`src/rtl/hsv_vision_pkg.sv`:
```
// Shared widths, FSM state and the frame-result record for the HSV vision blocks.
package hsv_vision_pkg;

  localparam int H_W   = 10;
  localparam int SV_W  = 8;
  localparam int X_W   = 10;
  localparam int Y_W   = 9;
  localparam int CNT_W = 19;

  localparam logic [H_W-1:0] HUE_MAX = 10'd359;

  typedef enum logic [1:0] {
    ST_IDLE   = 2'd0,
    ST_ACTIVE = 2'd1,
    ST_REPORT = 2'd2
  } bbox_state_t;

  typedef struct packed {
    logic [X_W-1:0]   x_min;
    logic [X_W-1:0]   x_max;
    logic [Y_W-1:0]   y_min;
    logic [Y_W-1:0]   y_max;
    logic [CNT_W-1:0] count;
    logic             found;
  } bbox_t;

  // A window with lo > hi wraps through 0 (e.g. red at 340..20).
  function automatic logic hue_in_window(input logic [H_W-1:0] h,
                                         input logic [H_W-1:0] lo,
                                         input logic [H_W-1:0] hi);
    logic in_s;
    if (lo <= hi) begin
      in_s = (h >= lo) && (h <= hi);
    end else begin
      in_s = (h >= lo) || (h <= hi);
    end
    return in_s;
  endfunction

endpackage

```
`src/rtl/hsv_colour_bbox_if.sv`:
```
// Per-pixel HSV beat stream from the RGB-to-HSV converter.
interface hsv_colour_bbox_if;
  import hsv_vision_pkg::*;

  logic            in_valid;
  logic            in_sop;
  logic            in_eop;
  logic [H_W-1:0]  hsv_h;
  logic [SV_W-1:0] hsv_s;
  logic [SV_W-1:0] hsv_v;

  modport master (output in_valid, in_sop, in_eop, hsv_h, hsv_s, hsv_v);
  modport slave  (input  in_valid, in_sop, in_eop, hsv_h, hsv_s, hsv_v);
endinterface

```
`src/rtl/hsv_window_match.sv`:
```
// Combinational colour-window classifier; reusable for several colour instances.
module hsv_window_match
  import hsv_vision_pkg::*;
(
  input  logic [H_W-1:0]  h,
  input  logic [H_W-1:0]  h_lo,
  input  logic [H_W-1:0]  h_hi,
  input  logic [SV_W-1:0] s,
  input  logic [SV_W-1:0] v,
  input  logic [SV_W-1:0] s_min,
  input  logic [SV_W-1:0] v_min,
  output logic            match
);

  // Saturation/value floors plus the (possibly wrapping) hue window.
  always_comb begin
    match = (s >= s_min) && (v >= v_min) && hue_in_window(h, h_lo, h_hi);
  end

endmodule

```
`src/rtl/hsv_colour_bbox.sv`:
```
// Per-pixel colour mask plus once-per-frame bounding box and count of matching pixels.
module hsv_colour_bbox
  import hsv_vision_pkg::*;
#(
  parameter int IMG_W     = 640,
  parameter int IMG_H     = 480,
  parameter int MIN_COUNT = 16
) (
  input  logic              clk,
  input  logic              rst,
  hsv_colour_bbox_if.slave  pix,
  input  logic [H_W-1:0]    cfg_h_lo,
  input  logic [H_W-1:0]    cfg_h_hi,
  input  logic [SV_W-1:0]   cfg_s_min,
  input  logic [SV_W-1:0]   cfg_v_min,
  output logic              mask_valid,
  output logic              mask,
  output logic              bbox_valid,
  output logic              bbox_found,
  output logic [X_W-1:0]    bbox_x_min,
  output logic [X_W-1:0]    bbox_x_max,
  output logic [Y_W-1:0]    bbox_y_min,
  output logic [Y_W-1:0]    bbox_y_max,
  output logic [CNT_W-1:0]  bbox_count
);

  localparam logic [X_W-1:0]   X_LAST  = X_W'(IMG_W - 1);
  localparam logic [Y_W-1:0]   Y_LAST  = Y_W'(IMG_H - 1);
  localparam logic [CNT_W-1:0] CNT_MIN = CNT_W'(MIN_COUNT);
  localparam logic [CNT_W-1:0] CNT_SAT = {CNT_W{1'b1}};

  bbox_state_t      state_r, state_nxt_s;
  logic             sop_beat_s, frame_start_s, accum_s, report_s, match_s;
  logic [H_W-1:0]   sh_h_lo_r, sh_h_hi_r, eff_h_lo_s, eff_h_hi_s;
  logic [SV_W-1:0]  sh_s_min_r, sh_v_min_r, eff_s_min_s, eff_v_min_s;
  logic [X_W-1:0]   x_r, px_s, acc_x_min_r, acc_x_max_r;
  logic [Y_W-1:0]   y_r, py_s, acc_y_min_r, acc_y_max_r;
  logic [CNT_W-1:0] acc_count_r;
  bbox_t            bbox_r;

  assign sop_beat_s = pix.in_valid & pix.in_sop;

  // The sop beat sees the live config; every later beat uses the frame's shadow copy.
  always_comb begin
    if (sop_beat_s) begin
      eff_h_lo_s  = cfg_h_lo;
      eff_h_hi_s  = cfg_h_hi;
      eff_s_min_s = cfg_s_min;
      eff_v_min_s = cfg_v_min;
    end else begin
      eff_h_lo_s  = sh_h_lo_r;
      eff_h_hi_s  = sh_h_hi_r;
      eff_s_min_s = sh_s_min_r;
      eff_v_min_s = sh_v_min_r;
    end
  end

  hsv_window_match u_match (
    .h     (pix.hsv_h),
    .h_lo  (eff_h_lo_s),
    .h_hi  (eff_h_hi_s),
    .s     (pix.hsv_s),
    .v     (pix.hsv_v),
    .s_min (eff_s_min_s),
    .v_min (eff_v_min_s),
    .match (match_s)
  );

  // Coordinate of the current beat: x wraps per line, y sticks on the last line.
  always_comb begin
    if (sop_beat_s) begin
      px_s = {X_W{1'b0}};
      py_s = {Y_W{1'b0}};
    end else if (x_r == X_LAST) begin
      px_s = {X_W{1'b0}};
      py_s = (y_r == Y_LAST) ? y_r : y_r + Y_W'(1);
    end else begin
      px_s = x_r + X_W'(1);
      py_s = y_r;
    end
  end

  // FSM state register.
  always_ff @(posedge clk or negedge rst) begin
    if (!rst) state_r <= ST_IDLE;
    else      state_r <= state_nxt_s;
  end

  // FSM next-state logic; REPORT accepts a new frame exactly like IDLE.
  always_comb begin
    state_nxt_s = ST_IDLE;
    case (state_r)
      ST_IDLE, ST_REPORT: begin
        if (sop_beat_s) state_nxt_s = pix.in_eop ? ST_REPORT : ST_ACTIVE;
        else            state_nxt_s = ST_IDLE;
      end
      ST_ACTIVE: begin
        if (pix.in_valid && pix.in_eop) state_nxt_s = ST_REPORT;
        else                            state_nxt_s = ST_ACTIVE;
      end
      default: state_nxt_s = ST_IDLE;
    endcase
  end

  // FSM output decode; an sop beat restarts the frame from any state.
  always_comb begin
    frame_start_s = 1'b0;
    accum_s       = 1'b0;
    report_s      = 1'b0;
    case (state_r)
      ST_IDLE:   frame_start_s = sop_beat_s;
      ST_ACTIVE: begin
        frame_start_s = sop_beat_s;
        accum_s       = pix.in_valid & ~pix.in_sop;
      end
      ST_REPORT: begin
        frame_start_s = sop_beat_s;
        report_s      = 1'b1;
      end
      default: frame_start_s = 1'b0;
    endcase
  end

  // Config shadow and coordinate tracking.
  always_ff @(posedge clk or negedge rst) begin
    if (!rst) begin
      sh_h_lo_r  <= {H_W{1'b0}};
      sh_h_hi_r  <= {H_W{1'b0}};
      sh_s_min_r <= {SV_W{1'b0}};
      sh_v_min_r <= {SV_W{1'b0}};
      x_r        <= {X_W{1'b0}};
      y_r        <= {Y_W{1'b0}};
    end else begin
      if (sop_beat_s) begin
        sh_h_lo_r  <= cfg_h_lo;
        sh_h_hi_r  <= cfg_h_hi;
        sh_s_min_r <= cfg_s_min;
        sh_v_min_r <= cfg_v_min;
      end
      if (frame_start_s || accum_s) begin
        x_r <= px_s;
        y_r <= py_s;
      end
    end
  end

  // Bounding-box and count accumulators.
  always_ff @(posedge clk or negedge rst) begin
    if (!rst) begin
      acc_x_min_r <= {X_W{1'b1}};
      acc_x_max_r <= {X_W{1'b0}};
      acc_y_min_r <= {Y_W{1'b1}};
      acc_y_max_r <= {Y_W{1'b0}};
      acc_count_r <= {CNT_W{1'b0}};
    end else if (frame_start_s) begin
      acc_x_min_r <= match_s ? px_s : {X_W{1'b1}};
      acc_x_max_r <= match_s ? px_s : {X_W{1'b0}};
      acc_y_min_r <= match_s ? py_s : {Y_W{1'b1}};
      acc_y_max_r <= match_s ? py_s : {Y_W{1'b0}};
      acc_count_r <= match_s ? CNT_W'(1) : {CNT_W{1'b0}};
    end else if (accum_s && match_s) begin
      if (px_s < acc_x_min_r) acc_x_min_r <= px_s;
      if (px_s > acc_x_max_r) acc_x_max_r <= px_s;
      if (py_s < acc_y_min_r) acc_y_min_r <= py_s;
      if (py_s > acc_y_max_r) acc_y_max_r <= py_s;
      if (acc_count_r != CNT_SAT) acc_count_r <= acc_count_r + CNT_W'(1);
    end
  end

  // Registered mask and frame report; an empty frame reports all-zero coordinates.
  always_ff @(posedge clk or negedge rst) begin
    if (!rst) begin
      mask_valid <= 1'b0;
      mask       <= 1'b0;
      bbox_valid <= 1'b0;
      bbox_r     <= '{default: '0};
    end else begin
      mask_valid <= pix.in_valid;
      mask       <= pix.in_valid & match_s;
      bbox_valid <= report_s;
      if (report_s) begin
        bbox_r.count <= acc_count_r;
        bbox_r.found <= (acc_count_r >= CNT_MIN);
        if (acc_count_r == {CNT_W{1'b0}}) begin
          bbox_r.x_min <= {X_W{1'b0}};
          bbox_r.x_max <= {X_W{1'b0}};
          bbox_r.y_min <= {Y_W{1'b0}};
          bbox_r.y_max <= {Y_W{1'b0}};
        end else begin
          bbox_r.x_min <= acc_x_min_r;
          bbox_r.x_max <= acc_x_max_r;
          bbox_r.y_min <= acc_y_min_r;
          bbox_r.y_max <= acc_y_max_r;
        end
      end
    end
  end

  assign bbox_found = bbox_r.found;
  assign bbox_x_min = bbox_r.x_min;
  assign bbox_x_max = bbox_r.x_max;
  assign bbox_y_min = bbox_r.y_min;
  assign bbox_y_max = bbox_r.y_max;
  assign bbox_count = bbox_r.count;

endmodule
```
`src/flat_wrapper.sv`:
```
// flat-port wrapper written by rule: the top's interface ports become plain ports
module hsv_colour_bbox_flat import hsv_vision_pkg::*;
#(
  parameter int IMG_W     = 640,
  parameter int IMG_H     = 480,
  parameter int MIN_COUNT = 16
)
  (clk, rst, cfg_h_lo, cfg_h_hi, cfg_s_min, cfg_v_min, mask_valid, mask, bbox_valid, bbox_found, bbox_x_min, bbox_x_max, bbox_y_min, bbox_y_max, bbox_count, pix_in_valid, pix_in_sop, pix_in_eop, pix_hsv_h, pix_hsv_s, pix_hsv_v);
  hsv_colour_bbox_if pix_i ();
  input  logic clk;
  input  logic rst;
  input  logic [H_W-1:0] cfg_h_lo;
  input  logic [H_W-1:0] cfg_h_hi;
  input  logic [SV_W-1:0] cfg_s_min;
  input  logic [SV_W-1:0] cfg_v_min;
  output logic mask_valid;
  output logic mask;
  output logic bbox_valid;
  output logic bbox_found;
  output logic [X_W-1:0] bbox_x_min;
  output logic [X_W-1:0] bbox_x_max;
  output logic [Y_W-1:0] bbox_y_min;
  output logic [Y_W-1:0] bbox_y_max;
  output logic [CNT_W-1:0] bbox_count;
  input wire logic [$bits(pix_i.in_valid)-1:0] pix_in_valid;
  input wire logic [$bits(pix_i.in_sop)-1:0] pix_in_sop;
  input wire logic [$bits(pix_i.in_eop)-1:0] pix_in_eop;
  input wire logic [$bits(pix_i.hsv_h)-1:0] pix_hsv_h;
  input wire logic [$bits(pix_i.hsv_s)-1:0] pix_hsv_s;
  input wire logic [$bits(pix_i.hsv_v)-1:0] pix_hsv_v;
  assign pix_i.in_valid = pix_in_valid;
  assign pix_i.in_sop = pix_in_sop;
  assign pix_i.in_eop = pix_in_eop;
  assign pix_i.hsv_h = pix_hsv_h;
  assign pix_i.hsv_s = pix_hsv_s;
  assign pix_i.hsv_v = pix_hsv_v;
  hsv_colour_bbox #(.IMG_W(IMG_W), .IMG_H(IMG_H), .MIN_COUNT(MIN_COUNT)) u_core (.clk(clk), .rst(rst), .pix(pix_i), .cfg_h_lo(cfg_h_lo), .cfg_h_hi(cfg_h_hi), .cfg_s_min(cfg_s_min), .cfg_v_min(cfg_v_min), .mask_valid(mask_valid), .mask(mask), .bbox_valid(bbox_valid), .bbox_found(bbox_found), .bbox_x_min(bbox_x_min), .bbox_x_max(bbox_x_max), .bbox_y_min(bbox_y_min), .bbox_y_max(bbox_y_max), .bbox_count(bbox_count));
endmodule
```
`config.mk`:
```
export PLATFORM = sky130hd
export DESIGN_NAME = hsv_colour_bbox_flat
export DESIGN_NICKNAME = d
export VERILOG_FILES = /design/src/rtl/hsv_vision_pkg.sv /design/src/rtl/hsv_colour_bbox_if.sv /design/src/rtl/hsv_window_match.sv /design/src/rtl/hsv_colour_bbox.sv /design/src/flat_wrapper.sv
export SDC_FILE = /design/constraint.sdc
export NUM_CORES = 1
export LEC_CHECK = 0
export BUFFER_PORTS_ARGS = -buffer_cell sky130_fd_sc_hd__buf_2
export CELL_PAD_IN_SITES_DETAIL_PLACEMENT = 2
export CELL_PAD_IN_SITES_GLOBAL_PLACEMENT = 2
export CORE_AREA = 2 2 112 223
export CTS_CLUSTER_DIAMETER = 100
export DETAILED_ROUTE_END_ITERATION = 10
export DIE_AREA = 0 0 114 225
export GPL_ROUTABILITY_DRIVEN = 0
export GPL_TIMING_DRIVEN = 0
export PLACE_DENSITY_LB_ADDON = 0.12
export SLEW_MARGIN = 5
export SYNTH_ARGS = -nofsm -noshare
export SYNTH_HDL_FRONTEND = slang
export SYNTH_HIERARCHICAL = 1
export SYNTH_SLANG_ARGS = --single-unit
```
`constraint.sdc`:
```
create_clock -name clk -period 10.6 [get_ports clk]
set_clock_uncertainty 0.1 [all_clocks]
set_input_delay 0 -clock clk [delete_from_list [all_inputs] [get_ports clk]]
set_output_delay 0 -clock clk [all_outputs]
set_load 0.01 [all_outputs]
```
After elaboration in Yosys (flattened, before gate mapping) --
Cells that the tools add are included.
Word-level totals: register bits after elaboration 175, latch bits 0, RAM bits 0, bits in read-only memories 0, output and inout bits 61, logic and storage cells 103, memories 0
Cells by class: $add $sub $neg 3, multiply operators 0, div/mod/pow operators 0, magnitude comparators 10, equality and inequality tests 5, shifts and indexed selects 0, multiplexer cells 38, bitwise operators 4, reduce and logical (&&, ||, !) cells 22
Operator list (count):
- $mux 10 | 12
- $mux 9 | 11
- $mux 19 | 3
- $mux 38 | 1
- $le 10x10->1 | 2
- $add 19x1->19 const B | 1
- $ge 19x5->1 const B | 1
- $logic_not 19->1 | 1
- $ne 19x19->1 const B | 1
- $ge 8x8->1 | 2
- $mux 8 | 2
- $reduce_bool 2->1 | 6
- $add 10x1->10 const B | 1
- $eq 10x10->1 const B | 1
- $ge 10x10->1 | 1
- $gt 10x10->1 | 1
- $lt 10x10->1 | 1
- $reduce_and 2->1 | 5
- $add 9x1->9 const B | 1
- $eq 9x9->1 const B | 1
- $gt 9x9->1 | 1
- $lt 9x9->1 | 1
- $mux 2 | 3
- $logic_and 1x1->1 | 5
- 10 further kinds | 17

Logic depth before layout (Yosys ltp) --
depth in word-level cells 9, mapped depth 20, gate-level depth less buffers 17

Hierarchy --
The synthesis kept the hierarchy.
By module, submodules not included:
- hsv_colour_bbox | instances 1, cells each 818, area each 8364.3 µm², seq. area each 4403.0 µm²
- hsv_window_match | instances 1, cells each 146, area each 1102.3 µm², seq. area each 0.0 µm²

Least setup slack after synthesis --
OpenSTA, ideal clock, no wires.
kind input -> register, start point in pix_in_valid, end point reg u_core.acc_y_max_r[1], data arrival time 3.876 ns, setup slack 6.496 ns, stages on the path 19, path through and2_1 -> clkbuf_1 -> clkbuf_1 -> buf_1 -> nand2_1 -> nand2_1 -> inv_1 -> ha_1 -> a211oi_1 -> nor2_1 -> o41ai_1 -> maj3_2 -> and3_1 -> nand2_1 -> nor3_2 -> o21ai_1 -> a211oi_2 -> nor2_1 -> mux2_1
On the way: longest elaborated chain between the ends 9
RTL lines:
- start, declared | RTL line flat_wrapper.sv:25 | input wire logic [$bits(pix_i.in_valid)-1:0] pix_in_valid;
- $and 1x1->1 * | RTL line hsv_colour_bbox.sv:41 | assign sop_beat_s = pix.in_valid & pix.in_sop;
- $mux 10 * | RTL line hsv_colour_bbox.sv:45 | if (sop_beat_s) begin
- net u_core.eff_h_hi_s[7] | RTL line hsv_colour_bbox.sv:34 | logic [H_W-1:0] sh_h_lo_r, sh_h_hi_r, eff_h_lo_s, eff_h_hi_s;
- $le 10x10->1 | RTL line hsv_vision_pkg.sv:33, hsv_vision_pkg.sv:35
- $logic_or 1x1->1 or $logic_and 1x1->1 (tied branches) | RTL line hsv_vision_pkg.sv:35, hsv_vision_pkg.sv:33
- $mux 1 * | RTL line hsv_vision_pkg.sv:32 | if (lo <= hi) begin
- $logic_and 1x1->1 * | RTL line hsv_window_match.sv:17 | match = (s >= s_min) && (v >= v_min) && hue_in_window(h, h_lo, h_hi);
- net u_core.match_s | RTL line hsv_colour_bbox.sv:33 | logic sop_beat_s, frame_start_s, accum_s, report_s, match_s;
- $logic_and 1x1->1 | RTL line hsv_colour_bbox.sv:161 | end else if (accum_s && match_s) begin
- $reduce_bool 2->1 (no line)
- $reduce_and 2->1 (no line)
- end signal, assigned | RTL line hsv_colour_bbox.sv:153 | acc_y_max_r <= {Y_W{1'b0}};
- end signal, assigned | RTL line hsv_colour_bbox.sv:159 | acc_y_max_r <= match_s ? py_s : {Y_W{1'b0}};
- end signal, assigned | RTL line hsv_colour_bbox.sv:165 | if (py_s > acc_y_max_r) acc_y_max_r <= py_s;
- end, declared | RTL line hsv_colour_bbox.sv:37 | logic [Y_W-1:0] y_r, py_s, acc_y_min_r, acc_y_max_r;
The timed path passes the listed nets; every way through them passes the cells marked *. The select of a mux whose other input is x is not followed. A chain may end at the register's enable or synchronous reset.

Worst setup path in the final report --
start point in pix_in_sop, end point reg u_core.acc_y_max_r[1]
On the way: longest elaborated chain between the ends 9
RTL lines:
- start, declared | RTL line flat_wrapper.sv:26 | input wire logic [$bits(pix_i.in_sop)-1:0] pix_in_sop;
- $and 1x1->1 * | RTL line hsv_colour_bbox.sv:41
- $mux 10 * | RTL line hsv_colour_bbox.sv:45
- net u_core.eff_h_hi_s[7] | RTL line hsv_colour_bbox.sv:34
- $le 10x10->1 | RTL line hsv_vision_pkg.sv:33, hsv_vision_pkg.sv:35
- $logic_or 1x1->1 or $logic_and 1x1->1 (tied branches) | RTL line hsv_vision_pkg.sv:35, hsv_vision_pkg.sv:33
- $mux 1 * | RTL line hsv_vision_pkg.sv:32
- $logic_and 1x1->1 * | RTL line hsv_window_match.sv:17
- net u_core.match_s | RTL line hsv_colour_bbox.sv:33
- $logic_and 1x1->1 | RTL line hsv_colour_bbox.sv:161
- $reduce_bool 2->1 (no line)
- $reduce_and 2->1 (no line)
Marks and branches as above.

==> metrics <==
Critical Path Fanout Max=10; cell with the largest stage delay on the worst path=a211oi_2; Worst Reg-to-Reg Cells=15; worst slack at placement=4.56 ns; capturing element of the worst setup path=u_core/acc_y_max_r[1]$_DFFE_PN0P_; fin crit share=0.583; ANT nets after route=0; DR WL/cell=20.0 um; sum of overflow across all layers after global routing=0; number of port buffers=127; min-delay worst type=in2async; worst-case clock buffer depth=2; footprint of the multi-input gates=4560 um^2; total die area=25700 um^2; reg-to-reg slack, setup=5.71 ns; CP cell instances=dlygate4sd3_1, buf_2, and2_1, clkbuf_1, clkbuf_1, buf_1, nand2_1, nand2_1, inv_1, ha_1, a211oi_1, nor2_1, o41ai_1, maj3_2, and3_1, nand2_1, nor3_2, o21ai_1, a211oi_2, nor2_1, mux2_1; buffer type at the clock tree root=clkbuf_16; cell with the most instances on the worst path=nand2_1; Worst Tran Pin Value=0.974 ns; Initial Util=0.397; sequential area share after synthesis=0.465; Leakage Power=5.96 nW; post-CTS repair timing setup buffer count=0; share of post-route cells with drive strength above 1=0.187; number of max-cap violations=0; final setup violation count=0; final setup margin=4.42 ns; number of cell rows=80; timing startpoint of the critical path=pix_in_sop; Worst VDD drop=0.103 mV; x dimension of the die=114 um; final worst path period need=6.18 ns; number of clock sinks=175; Top Ports=128; total power per unit cell area=163 nW/um^2; Num CTS Buffers=17; initial antenna violation count=0; DRC violation total after the first TritonRoute iteration=224; pin count of the biggest net entering global routing=90; non-filler instance count after layout=1451; CTS resizes=0; placeable core area=23800 um^2; wire length of the first global-routing pass=47.2 mm; HPWL after detailed placement=21.5 mm; terminus of the critical flop-to-flop path=u_core/acc_y_max_r[1]$_DFFE_PN0P_; Max Slew Vio Count=0; Synth-to-Final Area Change=22.0%; All-Layer GR Usage=0.239; drt drc=0; max incr delay on CP=0.86 ns; CTS tree=built; Post-synth ARST share=1.00; Final #Nets=1304; total routed wirelength=29.0 mm; vias=7787; count of state elements after synthesis=175; per-cell via count in the routed design=5.37; Avg Inst Size Synth=9.82 um^2; relative slew slack=0.350; worst reg2reg path startpoint=u_core/sh_h_hi_r[7]$_DFF_PN0_; Post-synth EDFFs=0; sequential standard cell area=4400 um^2; worst hold-check slack=0.0215 ns; setup repair after global routing missed its margin=no; commonest register cell after synthesis=dfrtp_1; count of yosys warnings during synthesis=6; Syn Nets=1117; CTS clock-pin slew for the worst setup and hold paths=0.07 ns; vertical die dimension=225 um; fill cell total of the finished layout=2562; via count of the first global-routing pass=8866; maximum clock frequency=162 MHz; mapped cell area=9470 um^2; Pwr Total=1.88 mW; Synth cell types=60; run status=completed; Worst Setup End Kind=register; required arrival time at the worst endpoint=10.82 ns; Pre-antenna DRT Iters=4; hold violation count in the final report=0; clock latency of the later-clocked register in the worst-skew pair=0.45 ns; antenna diode count=0; type of the worst setup path=in2reg; gate count after technology mapping=964; number of placed instances, taps included=1379; Worst Setup Start Kind=primary input; summed negative setup slack over all endpoints=0 ns; # H-tree levels=4; Data arrival, critical path=6.41 ns
power breakdown:
| part | total, mW | switching [mW] | internal, mW |
|---|---|---|---|
| clock network | 0.703 | 0.278 | 0.424 |
| logic | 0.384 | 0.222 | 0.162 |
| registers | 0.792 | 0.0461 | 0.746 |
cell usage after synthesis, types with 9 or more instances:
| library cell | n | area (um^2) |
|---|---|---|
| nand2_1 | 204 | 766 |
| dfrtp_1 | 156 | 3900 |
| inv_1 | 99 | 372 |
| ha_1 | 86 | 1080 |
| a22o_1 | 39 | 342 |
| nor2_1 | 36 | 135 |
| o21ai_0 | 30 | 150 |
| clkbuf_1 | 26 | 97.6 |
| a21oi_1 | 24 | 120 |
| nand3_1 | 21 | 105 |
| dfstp_2 | 19 | 499 |
| mux2i_1 | 19 | 190 |
| mux2_2 | 17 | 191 |
| xor2_1 | 16 | 140 |
| nand4_1 | 15 | 93.8 |
| a21o_1 | 14 | 105 |
| mux2_1 | 11 | 124 |
| nor4_1 | 11 | 68.8 |
| o21ai_1 | 11 | 55.1 |
| and4_1 | 9 | 78.8 |
| mux2_4 | 9 | 135 |
| xnor2_1 | 9 | 78.8 |
registers in the layout, indices dropped and copies added, names as in the netlist, 9 cells and up:
signal	cells
u_core/acc_x_max_r	10
u_core/bbox_y_min	9
u_core/acc_x_min_r	10
u_core/acc_y_max_r	9
u_core/acc_y_min_r	9
u_core/sh_h_lo_r	10
u_core/bbox_x_min	10
u_core/y_r	9
u_core/x_r	10
u_core/bbox_x_max	10
u_core/bbox_count	19
u_core/bbox_y_max	9
u_core/acc_count_r	19
u_core/sh_h_hi_r	10
cell families (layout without fill, tap and decap cells):
logic type | count (synthesis) | after routing | share of synthesized area
AOI/OAI and AO/OA | 153 | 153 | 0.114
muxes | 56 | 56 | 0.0677
adders and majority gates | 87 | 87 | 0.115
and+or+nand+nor | 335 | 335 | 0.160
buffers and inverters | 132 | 332 | 0.0534
xor gates and xnor gates | 26 | 26 | 0.0248
DFF | 175 | 175 | 0.465
how the worst min path moves through the flow:
stage | slack [ns] | to
after floorplan | -0.40 | u_core/acc_count_r[0]$_DFFE_PN0P_
after global placement | 0.11 | u_core/sh_v_min_r[5]$_DFF_PN0_
after detailed placement | -0.06 | u_core/bbox_y_max[4]$_DFFE_PN0P_
after CTS | 0.05 | u_core/bbox_y_min[3]$_DFFE_PN0P_
after global routing | 0.08 | u_core/bbox_y_min[5]$_DFFE_PN0P_
final | 0.02 | u_core/bbox_y_min[5]$_DFFE_PN0P_
cells in the final DEF (no fill, tap or decap), drive strengths merged, types with 4 or more instances in the layout:
cell type and n:
and4 9, a21o 14, inv 101, xnor2 10
buf 135, clkinv 7, a21oi 25, a22o 39
nand2b 6, dlygate4sd3 40, nand3 21, nor2 38
nor3 9, and2 4, dfrtp 156, mux2i 19
nand4 15, a211oi 4, mux2 37, xor2 16
o31a 4, bufinv 5, nor4 11, o21ai 41
clkbuf 44, o21a 4, dfstp 19, o211ai 4
a31oi 5, and3 7, ha 86, nand2 204
routing by layer:
metal,vias up,track usage,wire [um]
met5,-,0,0
met4,0,0.0614,362
met3,16,0.0374,637
met2,105,0.494,17600
met1,4000,0.238,10400
li1,3666,-,-
through the flow:
stage	util	instance area (um^2)
6_report	0.485	11500
5_1_grt	0.485	11500
4_1_cts	0.485	11500
3_5_place_dp	0.441	10500
3_3_place_gp	0.439	10500
2_1_floorplan	-	9470
repair_timing:
item,in CTS,in global routing
endpoints found under the hold margin,132,0
hold buffers,40,0
setup endpoints to repair,0,0
worst max-delay path, delay by kind of cell:
| kind | cells | cell delay [ns] |
|---|---|---|
| compound gates | 4 | 1.73 |
| fa+ha+maj | 2 | 0.59 |
| buf+inv | 6 | 1.99 |
| mux | 1 | 0.37 |
| simple gates | 8 | 1.70 |
area by class of cell:
cell class,instances,area share
clock inverter,14,0.0182
clock buffer,18,0.0380
sequential,175,0.381
tap,287,0.0311
multi-input combinational,657,0.395
inverter,99,0.0322
buffer,33,0.0116
timing repair buffer,168,0.0930
Note: power is estimated with default switching activity, not from simulation.
